`src/rtl/cpu_pkg.sv`:
```
// cpu_pkg: shared CPU-side constants and the instruction-memory loader state type.
//   IMEM_ADDR_W  instruction memory word-address width
//   INSTR_W      instruction word width (4 bytes)
//   loader_state_t  states of imem_loader
package cpu_pkg;
    localparam int IMEM_ADDR_W = 12;
    localparam int INSTR_W     = 32;
    typedef enum logic [1:0] {LD_IDLE, LD_LOAD, LD_WRITE, LD_RUN} loader_state_t;
endpackage

```
`src/rtl/byte_packer.sv`:
```
// byte_packer: shifts host bytes into a big-endian instruction word.
//   clk, rst (sync, active-low)
//   clr        drop any partial word and restart at byte 0
//   shift      accept din this cycle
//   din        incoming byte; the first of four ends up in the top byte
//   word       packed word (registered)
//   word_full  the current shift completes the word (fourth byte)
module byte_packer #(
    parameter int W = 32
) (
    input  logic         clk,
    input  logic         rst,
    input  logic         clr,
    input  logic         shift,
    input  logic [7:0]   din,
    output logic [W-1:0] word,
    output logic         word_full
);
    logic [1:0] cnt;

    assign word_full = cnt == 2'd3;

    always_ff @(posedge clk) begin
        if (!rst || clr) begin
            cnt  <= '0;
            word <= '0;
        end else if (shift) begin
            cnt  <= cnt + 2'd1;
            word <= {word[W-9:0], din};
        end
    end
endmodule

```
`src/rtl/imem_loader.sv`:
```
// imem_loader: loads a byte stream into instruction memory, holding the CPU in reset until done.
//   clk, rst (sync, active-low)
//   start, word_count     begin a load of word_count words (accepted in IDLE/RUN)
//   in_valid, in_data,
//   in_ready              host byte stream handshake
//   imem_we, imem_addr,
//   imem_wdata            instruction memory write port
//   cpu_rst               1 holds the CPU in reset
//   busy                  loading (LOAD or WRITE)
//   done                  one-cycle pulse on entering RUN
module imem_loader
    import cpu_pkg::*;
#(
    parameter int ADDR_W = IMEM_ADDR_W,
    parameter int DATA_W = INSTR_W
) (
    input  logic              clk,
    input  logic              rst,
    input  logic              start,
    input  logic [ADDR_W:0]   word_count,
    input  logic              in_valid,
    input  logic [7:0]        in_data,
    output logic              in_ready,
    output logic              imem_we,
    output logic [ADDR_W-1:0] imem_addr,
    output logic [DATA_W-1:0] imem_wdata,
    output logic              cpu_rst,
    output logic              busy,
    output logic              done
);
    loader_state_t state, nxt;
    logic [ADDR_W:0] count, words;
    logic hs, take, full, done_nxt;

    byte_packer #(.W(DATA_W)) u_packer (
        .clk      (clk),
        .rst      (rst),
        .clr      (take),
        .shift    (hs),
        .din      (in_data),
        .word     (imem_wdata),
        .word_full(full)
    );

    // in_ready is a register mirroring state==LOAD, so it is safe to gate the handshake with it
    assign hs = in_valid && in_ready;

    always_comb begin
        nxt  = state;
        take = 1'b0;
        case (state)
            LD_IDLE, LD_RUN: begin
                take = start;
                if (start) nxt = (word_count == '0) ? LD_RUN : LD_LOAD;
            end
            LD_LOAD:  nxt = (hs && full) ? LD_WRITE : LD_LOAD;
            LD_WRITE: nxt = (words + 1'b1 == count) ? LD_RUN : LD_LOAD;
            default:  nxt = LD_IDLE;
        endcase
        // a zero-length restart from RUN stays in RUN but still pulses done
        done_nxt = (nxt == LD_RUN) && (state != LD_RUN || take);
    end

    // outputs are registered from the next state so they line up with the state they describe
    always_ff @(posedge clk) begin
        if (!rst) begin
            state     <= LD_IDLE;
            in_ready  <= 1'b0;
            imem_we   <= 1'b0;
            busy      <= 1'b0;
            done      <= 1'b0;
            cpu_rst   <= 1'b1;
            imem_addr <= '0;
            words     <= '0;
            count     <= '0;
        end else begin
            state    <= nxt;
            in_ready <= nxt == LD_LOAD;
            imem_we  <= nxt == LD_WRITE;
            busy     <= nxt == LD_LOAD || nxt == LD_WRITE;
            done     <= done_nxt;
            cpu_rst  <= nxt != LD_RUN;
            if (take) begin
                count     <= word_count;
                imem_addr <= '0;
                words     <= '0;
            end else if (state == LD_WRITE) begin
                imem_addr <= imem_addr + 1'b1;
                words     <= words + 1'b1;
            end
        end
    end
endmodule
```
`config.mk`:
```
export PLATFORM = sky130hd
export DESIGN_NAME = imem_loader
export DESIGN_NICKNAME = d
export VERILOG_FILES = /design/src/rtl/cpu_pkg.sv /design/src/rtl/byte_packer.sv /design/src/rtl/imem_loader.sv
export SDC_FILE = /design/constraint.sdc
export NUM_CORES = 1
export LEC_CHECK = 0
export BUFFER_PORTS_ARGS = -buffer_cell sky130_fd_sc_hd__buf_2
export CORE_MARGIN = 8
export CORE_UTILIZATION = 35
export DETAILED_ROUTE_END_ITERATION = 8
export SYNTH_ARGS = -nofsm -noshare
export SYNTH_HDL_FRONTEND = slang
export SYNTH_SLANG_ARGS = --single-unit
export TNS_END_PERCENT = 5
```
`constraint.sdc`:
```
create_clock -name clk -period 2.16 [get_ports clk]
set_input_delay 0.648 -clock clk [delete_from_list [all_inputs] [get_ports clk]]
set_output_delay 0.648 -clock clk [all_outputs]
set_load 0.1 [all_outputs]
```
==> key figures, run 1 <==
Run status
  – Outcome: complete, but fails checks
  – Failing checks: setup timing

Floorplan
  – DIE WIDTH: ~120 um
  – Core area: 0.00973 sq mm
  – Die height: 116 um
  – Die area: ~0.013 sq mm
  – I/O pins: between 70 and 80
  – Initial Util: 0.359
  – FP Rows: 36

Worst setup path
  – Worst EP arrival: approximately 2.4 ns
  – WP data required: 2.42 ns
  – Crit-path max FO: 6
  – Critical path's slowest cell: dfxtp_2
  – Crit path max-delay family: compound AO/OA/AOI/OAI gates
  – CP cell instances: buf_4, and4_4, a221oi_2, a41oi_1, o22a_1, o31a_1, or2_1, ha_1, and2_1
  – CP startpoint kind: flip-flop
  – WP buf/inv: 1
  – Critical Path Max Stage Delay: 0.35 ns
  – Crit Path Category: flip-flop to flip-flop
  – Crit end category: flip-flop

Logic synthesis
  – Synth top area share: 0.453
  – Synth cell types: 45
  – Yosys warnings: 0
  – EDFF count, synth: 0
  – Register bit total from synthesis: 79
  – Most instantiated cells after synthesis: nand2_1 (106), dfxtp_1 (79), a21oi_1 (41)
  – Fraction of registers with async set/reset: 0
  – Post-Synthesis Cells: 420
  – Post-synth net total: 454
  – Syn avg cell area: 8.31 sq um
  – Most frequent cell after synthesis: nand2_1
  – Post-Syn Area: 0.00349 sq mm
  – Sequential cell area fraction in the yosys report: 0.453
  – Synth area leader: dfxtp_1
  – Dominant cells by area after synthesis: dfxtp_1 (45%), nand2_1 (11%), a21oi_1 (5.9%)
  – Top FF cell, synth: dfxtp_1

Clock network
  – CTS tree: done
  – Clk slew on worst S/H paths: 0.08 ns
  – H-tree depth: 3
  – Skew-Pair Late Insertion Delay: 0.36 ns
  – Root buffer cell: clkbuf_8
  – Clock sinks: 79
  – Maximum buffer depth of the clock tree: 2
  – Num CTS Buffers: 9

Final layout
  – ANT cells: 0
  – Core Util, Final: 0.463
  – Area grow syn2layout: 29.0%
  – Fin nets: 557
  – Filler cells: ~1000
  – Final Instance Count excl. Fillers: 660
  – Share of cells above drive strength 1: 0.294
  – Final Cell Area: 0.00450 sq mm

Drt
  – Initial DRC count: 163
  – Via count: 3150
  – Routed WL: slightly below 9000 um
  – Drt first pass iters: 4
  – DRC viols: 0
  – Final ANT Viol Nets: 0
  – Vias per cell: 4.77
  – WL/cell: about 13 um

Global route
  – First-pass GRT wire length: 14600 um
  – Number of global-route vias before repair: between 3000 and 4000
  – Initial antenna violation count: 0
  – Total GRT Usage: 0.137
  – Pin count of the biggest net entering global routing: 35
  – Met1 Track Usage GR: 0.158
  – Met3 usage: 0.0360
  – Busiest grt layer: met2
  – GR Util met2: 0.230
  – GRT overflow: 0

Power and ir drop
  – Seq pwr share: 0.405
  – Gate power share: 0.328
  – Internal power: 2.59 mW
  – PD cells: around 930 mW/mm^2
  – Leak Pwr: around 1.8 nW
  – Tot Pwr: about 4.2 mW
  – Max rail drop VDD: between 0.4 and 0.5 mV
  – Sw frac: 0.381
  – NetSw: 1.59 mW
  – Share of power burned in the clock network: 0.266

STA
  – Post-route worst setup slack: -0.0180 ns
  – Setup TNS Final: -0.0180 ns
  – Final setup fails: 1
  – Final Max Tran Viols: 0
  – Worst-Margin Slew: between 0.5 and 0.6 ns
  – Final min period: approximately 2.2 ns
  – RSZ-0062 raised after global routing: true
  – Final period utilization: 1.01
  – Worst Clk Skew: around 0.0095 ns
  – Final Hold Viols: 0
  – Slew headroom: 0.665
  – Achievable clock frequency: 459 MHz

Run
  – Max_cap viols: 0

Place
  – Placed Cells: 644
  – Buffers on Ports: 73
  – Post-DP HPWL: 6630 um
  – DP Area: 0.00427 sq mm
  – GP Congestion: 0.867

Min path
  – Worst hold path class: flip-flop to flip-flop
cell usage in the layout, fill, tap and decap left out, types with 8 or more instances in the layout:
master,count
buf_2,73
dfxtp_2,8
a21oi_1,41
buf_4,43
nor2_1,27
nand4_1,9
dfxtp_1,71
and2_1,8
a21boi_0,13
nand3_1,12
xnor2_1,10
xor2_1,23
ha_1,8
nand2_1,105
clkbuf_8,10
metal layers:
| layer | share of wire | vias to the layer above | wire, um |
|---|---|---|---|
| li1 | - | 1621 | - |
| met1 | 0.45 | 1450 | 3920 |
| met2 | 0.49 | 65 | 4310 |
| met3 | 0.046 | 14 | 408 |
| met4 | 0.018 | 0 | 162 |
| met5 | 0 | - | 0 |
sequential cells by signal (all words and copies together) (netlist names), 2 cells and up:
signal / flops
count: 13
imem_addr: 12
state: 2
u_packer.cnt: 2
u_packer.word: 32
words: 13
layout make-up:
cell class,count,area [sq um],share of cell area
Inverter,4,15.0,0.00334
Multi-Input combinational cell,311,1810,0.401
Clock buffer,11,141,0.0314
Tap cell,133,166,0.0370
Sequential cell,79,1590,0.354
Clock inverter,4,52.6,0.0117
Timing Repair Buffer,118,728,0.162
worst register-to-register path, cell delays in order, from the launching register on:
cell      delay, ns
dfxtp_2        0.35
buf_4          0.14
and4_4         0.19
a221oi_2       0.26
a41oi_1        0.07
o22a_1         0.19
o31a_1         0.33
or2_1          0.23
ha_1           0.18
and2_1         0.14
power groups by stage:
stage               Combinational, mW  Clock, mW  Sequential [mW]
CTS                              1.37       1.14             1.69
detailed placement               1.34          0             1.73
global route                     1.49       1.22             1.71
finish                           1.37       1.11             1.69
floorplan                       0.573          0             2.12
global placement                 1.33          0             1.72
cell families after synthesis:
group / synth area share
AOI/OAI and AO/OA: 0.147
DFF: 0.453
buffers and inverters: 0.0398
xor gates and xnor gates: 0.0853
adders and majority gates: 0.0323
muxes: 0.00574
and+or+nand+nor: 0.236
worst paths after layout:
kind | start | to | slack (ns) | cells past startpoint
setup reg to reg | words[1] | in_ready | -0.02 | 9
hold reg to reg | u_packer.word[26] | u_packer.word[26] | 0.45 | 2
hold / removal | u_packer.word[26] | u_packer.word[26] | 0.45 | 2
setup / recovery | words[1] | in_ready | -0.02 | 9
through the flow:
step | hold slack (ns) | worst slack [ns]
final | 0.455 | -0.0180
after global routing | 0.468 | -0.122
after CTS | 0.459 | -0.0255
after detailed placement | 0.447 | -0.173
after global placement | 0.440 | -0.132
after floorplan | 0.440 | -0.0895
timing repair:
item                       4_1_cts  5_1_grt
resized for setup                6        8
pin swaps                        3        4
setup endpoints to repair        4        4
setup buffers                    1        0
hold buffers                     0        0
(Power assumes the default switching activity.)
==> inputs of run 2 (changes only) <==
==> constraint.sdc (replaced) <==
create_clock -name clk -period 2.15 [get_ports clk]
set_input_delay 0.645 -clock clk [delete_from_list [all_inputs] [get_ports clk]]
set_output_delay 0.645 -clock clk [all_outputs]
set_load 0.1 [all_outputs]
==> run 2 against run 1 <==
  * Sequential power about the same
  * The run still ends with setup timing left
  * Global-route usage about the same
  * Sequential share of layout area is 0.24 points higher
  * Non-clock buffer count is 9 lower
  * Critical path type unchanged
  * Setup slack got worse by 0.023 ns
  * Via count is 0.86% lower
  * Combinational power about the same
  * Die area stayed put
  * Register-to-register slack lost 0.02 ns
==> key figures, run 2 (synthesis results as in run 1) <==
Run status
  – Outcome: complete, but fails checks (unchanged)
  – Failing checks: setup timing (unchanged)

Final layout
  – Area grow syn2layout: 28.4% (was 29.0%)
  – Area of the multi-input gates: 0.00185 sq mm (was 0.00181 sq mm)
  – Core Util, Final: 0.461 (was 0.463)
  – Biggest register: u_packer.word (unchanged)
  – Fin nets: 548 (was 557)
  – Final Cell Area: 0.00448 sq mm (was 0.00450 sq mm)
  – Share of cells above drive strength 1: 0.294 (about the same)
  – ANT cells: 0 (unchanged)
  – Most frequent cells in the layout: nand2_1 (105), buf_2 (73), dfxtp_1 (72) (was nand2_1 (105), buf_2 (73), dfxtp_1 (71))
  – Register area: 0.00160 sq mm (was 0.00159 sq mm)
  – Largest regs: u_packer.word x32, count x13, words x13 (unchanged)
  – Number of flip-flops in the largest register: 32 (unchanged)
  – Most common cell after layout, fill and taps aside: nand2_1 (unchanged)
  – Filler cells: 1009 (was 1008)

Power and ir drop
  – NetSw: 1.60 mW (was 1.59 mW)
  – Tot Pwr: 4.25 mW (was 4.17 mW)
  – PD cells: 949 mW/mm^2 (was 927 mW/mm^2)
  – Gate power share: 0.329 (was 0.328)
  – Leak Pwr: 1.81 nW (was 1.85 nW)
  – Max rail drop VDD: 0.431 mV (was 0.436 mV)
  – Internal power: 2.65 mW (was 2.59 mW)
  – Share of power burned in the clock network: 0.271 (was 0.266)
  – Seq pwr share: 0.400 (was 0.405)
  – Sw frac: 0.376 (was 0.381)

STA
  – Achievable clock frequency: 456 MHz (was 459 MHz)
  – Final min period: 2.19 ns (was 2.18 ns)
  – Worst Clk Skew: 0.00887 ns (was 0.00951 ns)
  – Slew headroom: 0.666 (was 0.665)
  – Final period utilization: 1.02 (was 1.01)
  – RSZ-0062 raised after global routing: true (unchanged)
  – Final setup fails: 2 (was 1)
  – Worst-Margin Slew: 0.505 ns (was 0.506 ns)
  – Final Max Tran Viols: 0 (unchanged)
  – Post-route worst setup slack: -0.0409 ns (was -0.0180 ns)
  – Hold slack: 0.454 ns (was 0.455 ns)
  – Setup TNS Final: -0.0512 ns (was -0.0180 ns)
  – Final Hold Viols: 0 (unchanged)

Drt
  – WL/cell: 13.7 um (was 13.3 um)
  – DRC viols: 0 (unchanged)
  – Vias per cell: 4.80 (was 4.77)
  – Routed WL: 8880 um (was 8800 um)
  – Drt first pass iters: 4 (unchanged)
  – Initial DRC count: 176 (was 163)
  – Via count: 3123 (was 3150)
  – Final ANT Viol Nets: 0 (unchanged)

Global route
  – Number of global-route vias before repair: 3111 (was 3145)
  – GRT overflow: 0 (unchanged)
  – First-pass GRT wire length: 14700 um (was 14600 um)
  – Initial antenna violation count: 0 (unchanged)
  – Pin count of the biggest net entering global routing: 60 (was 35)
  – Total GRT Usage: 0.136 (was 0.137)

Place
  – Buffers on Ports: 73 (unchanged)
  – GP Congestion: 0.869 (was 0.867)
  – DP Area: 0.00419 sq mm (was 0.00427 sq mm)
  – Post-DP HPWL: 6390 um (was 6630 um)

Min path
  – Critical hold path startpoint: u_packer.word[26] (unchanged)
  – Worst hold path class: flip-flop to flip-flop (unchanged)

Worst setup path
  – CP startpoint kind: flip-flop (unchanged)
  – Crit-path max FO: 6 (unchanged)
  – Crit end category: flip-flop (unchanged)
  – Crit Path Category: flip-flop to flip-flop (unchanged)
  – Worst EP arrival: 2.44 ns (was 2.43 ns)
  – WP data required: 2.40 ns (was 2.42 ns)
  – Worst r2r src: words[0] (was words[1])
  – Worst setup path start: words[0] (was words[1])

Clock network
  – Root buffer cell: clkbuf_8 (unchanged)
  – Clk slew on worst S/H paths: 0.08 ns (about the same)
  – H-tree depth: 3 (unchanged)
  – # hold bufs at CTS: 0 (unchanged)
  – CTS tree: done (unchanged)
  – Clock sinks: 79 (unchanged)
  – Num CTS Buffers: 9 (unchanged)
  – Maximum buffer depth of the clock tree: 2 (unchanged)
  – Skew-Pair Late Insertion Delay: 0.35 ns (was 0.36 ns)

Floorplan
  – FP Rows: 36 (unchanged)
  – Die height: 116 um (unchanged)
  – DIE WIDTH: 116 um (unchanged)
  – I/O pins: 74 (unchanged)
  – Die area: 0.0134 sq mm (unchanged)
  – Core area: 0.00973 sq mm (unchanged)
  – Initial Util: 0.359 (unchanged)

Run
  – Max_cap viols: 0 (unchanged)
## run 2: changes by cell type in the layout (fill, tap and decap cells not counted), sizes merged
cell	before	now
clkbuf	11	12
inv	6	4
buf	118	109
## run 2: repair_timing
action / CTS / global route
buffers inserted: 2 / 0
resized for setup: 7 / 12
setup endpoints to repair: 4 / 6
endpoints found under the hold margin: 0 / 0
pin swaps: 7 / 6
## run 2: layout make-up
cell class,instances,share of cell area
well taps,133,0.0371
inverters,4,0.00335
clock buffers,12,0.0371
clock inverters,2,0.00866
flip-flops and latches,79,0.356
multi-input cells,311,0.412
repair buffers,109,0.145
## run 2: layer usage
metal / GRT usage / part of all wire / vias up
li1: - / - / 1599
met1: 0.160 / 0.45 / 1447
met2: 0.227 / 0.49 / 61
met3: 0.0313 / 0.043 / 16
met4: 0.0700 / 0.020 / 0
met5: 0 / 0 / -
## run 2: path summary, 6_finish.rpt
kind | cells past startpoint | slack, ns | end
worst max-delay path | 9 | -0.04 | in_ready
worst min-delay path | 2 | 0.45 | u_packer.word[26]
worst max register to register | 9 | -0.04 | in_ready
worst min register to register | 2 | 0.45 | u_packer.word[26]
## run 2: power by group through the flow
stage	clock (mW)	combinational [mW]	sequential, mW
finish	1.15	1.40	1.70
global placement	0	1.33	1.73
detailed placement	0	1.34	1.73
CTS	1.20	1.39	1.70
floorplan	0	0.578	2.13
global route	1.24	1.52	1.72
## run 2: per-stage QoR
step	instances	worst slack, ns
after floorplan	420	-0.0143
after global placement	634	-0.0247
after detailed placement	634	-0.0548
after CTS	650	-0.0354
after global routing	650	-0.157
final	650	-0.0409
## run 2: critical path: stages (launching register included)
cell,delay (ns)
dfxtp_4,0.36
buf_6,0.13
xor2_1,0.25
o2111ai_2,0.17
a211oi_2,0.16
o2111ai_1,0.14
o31a_1,0.34
or2_1,0.23
ha_2,0.17
and2_1,0.14
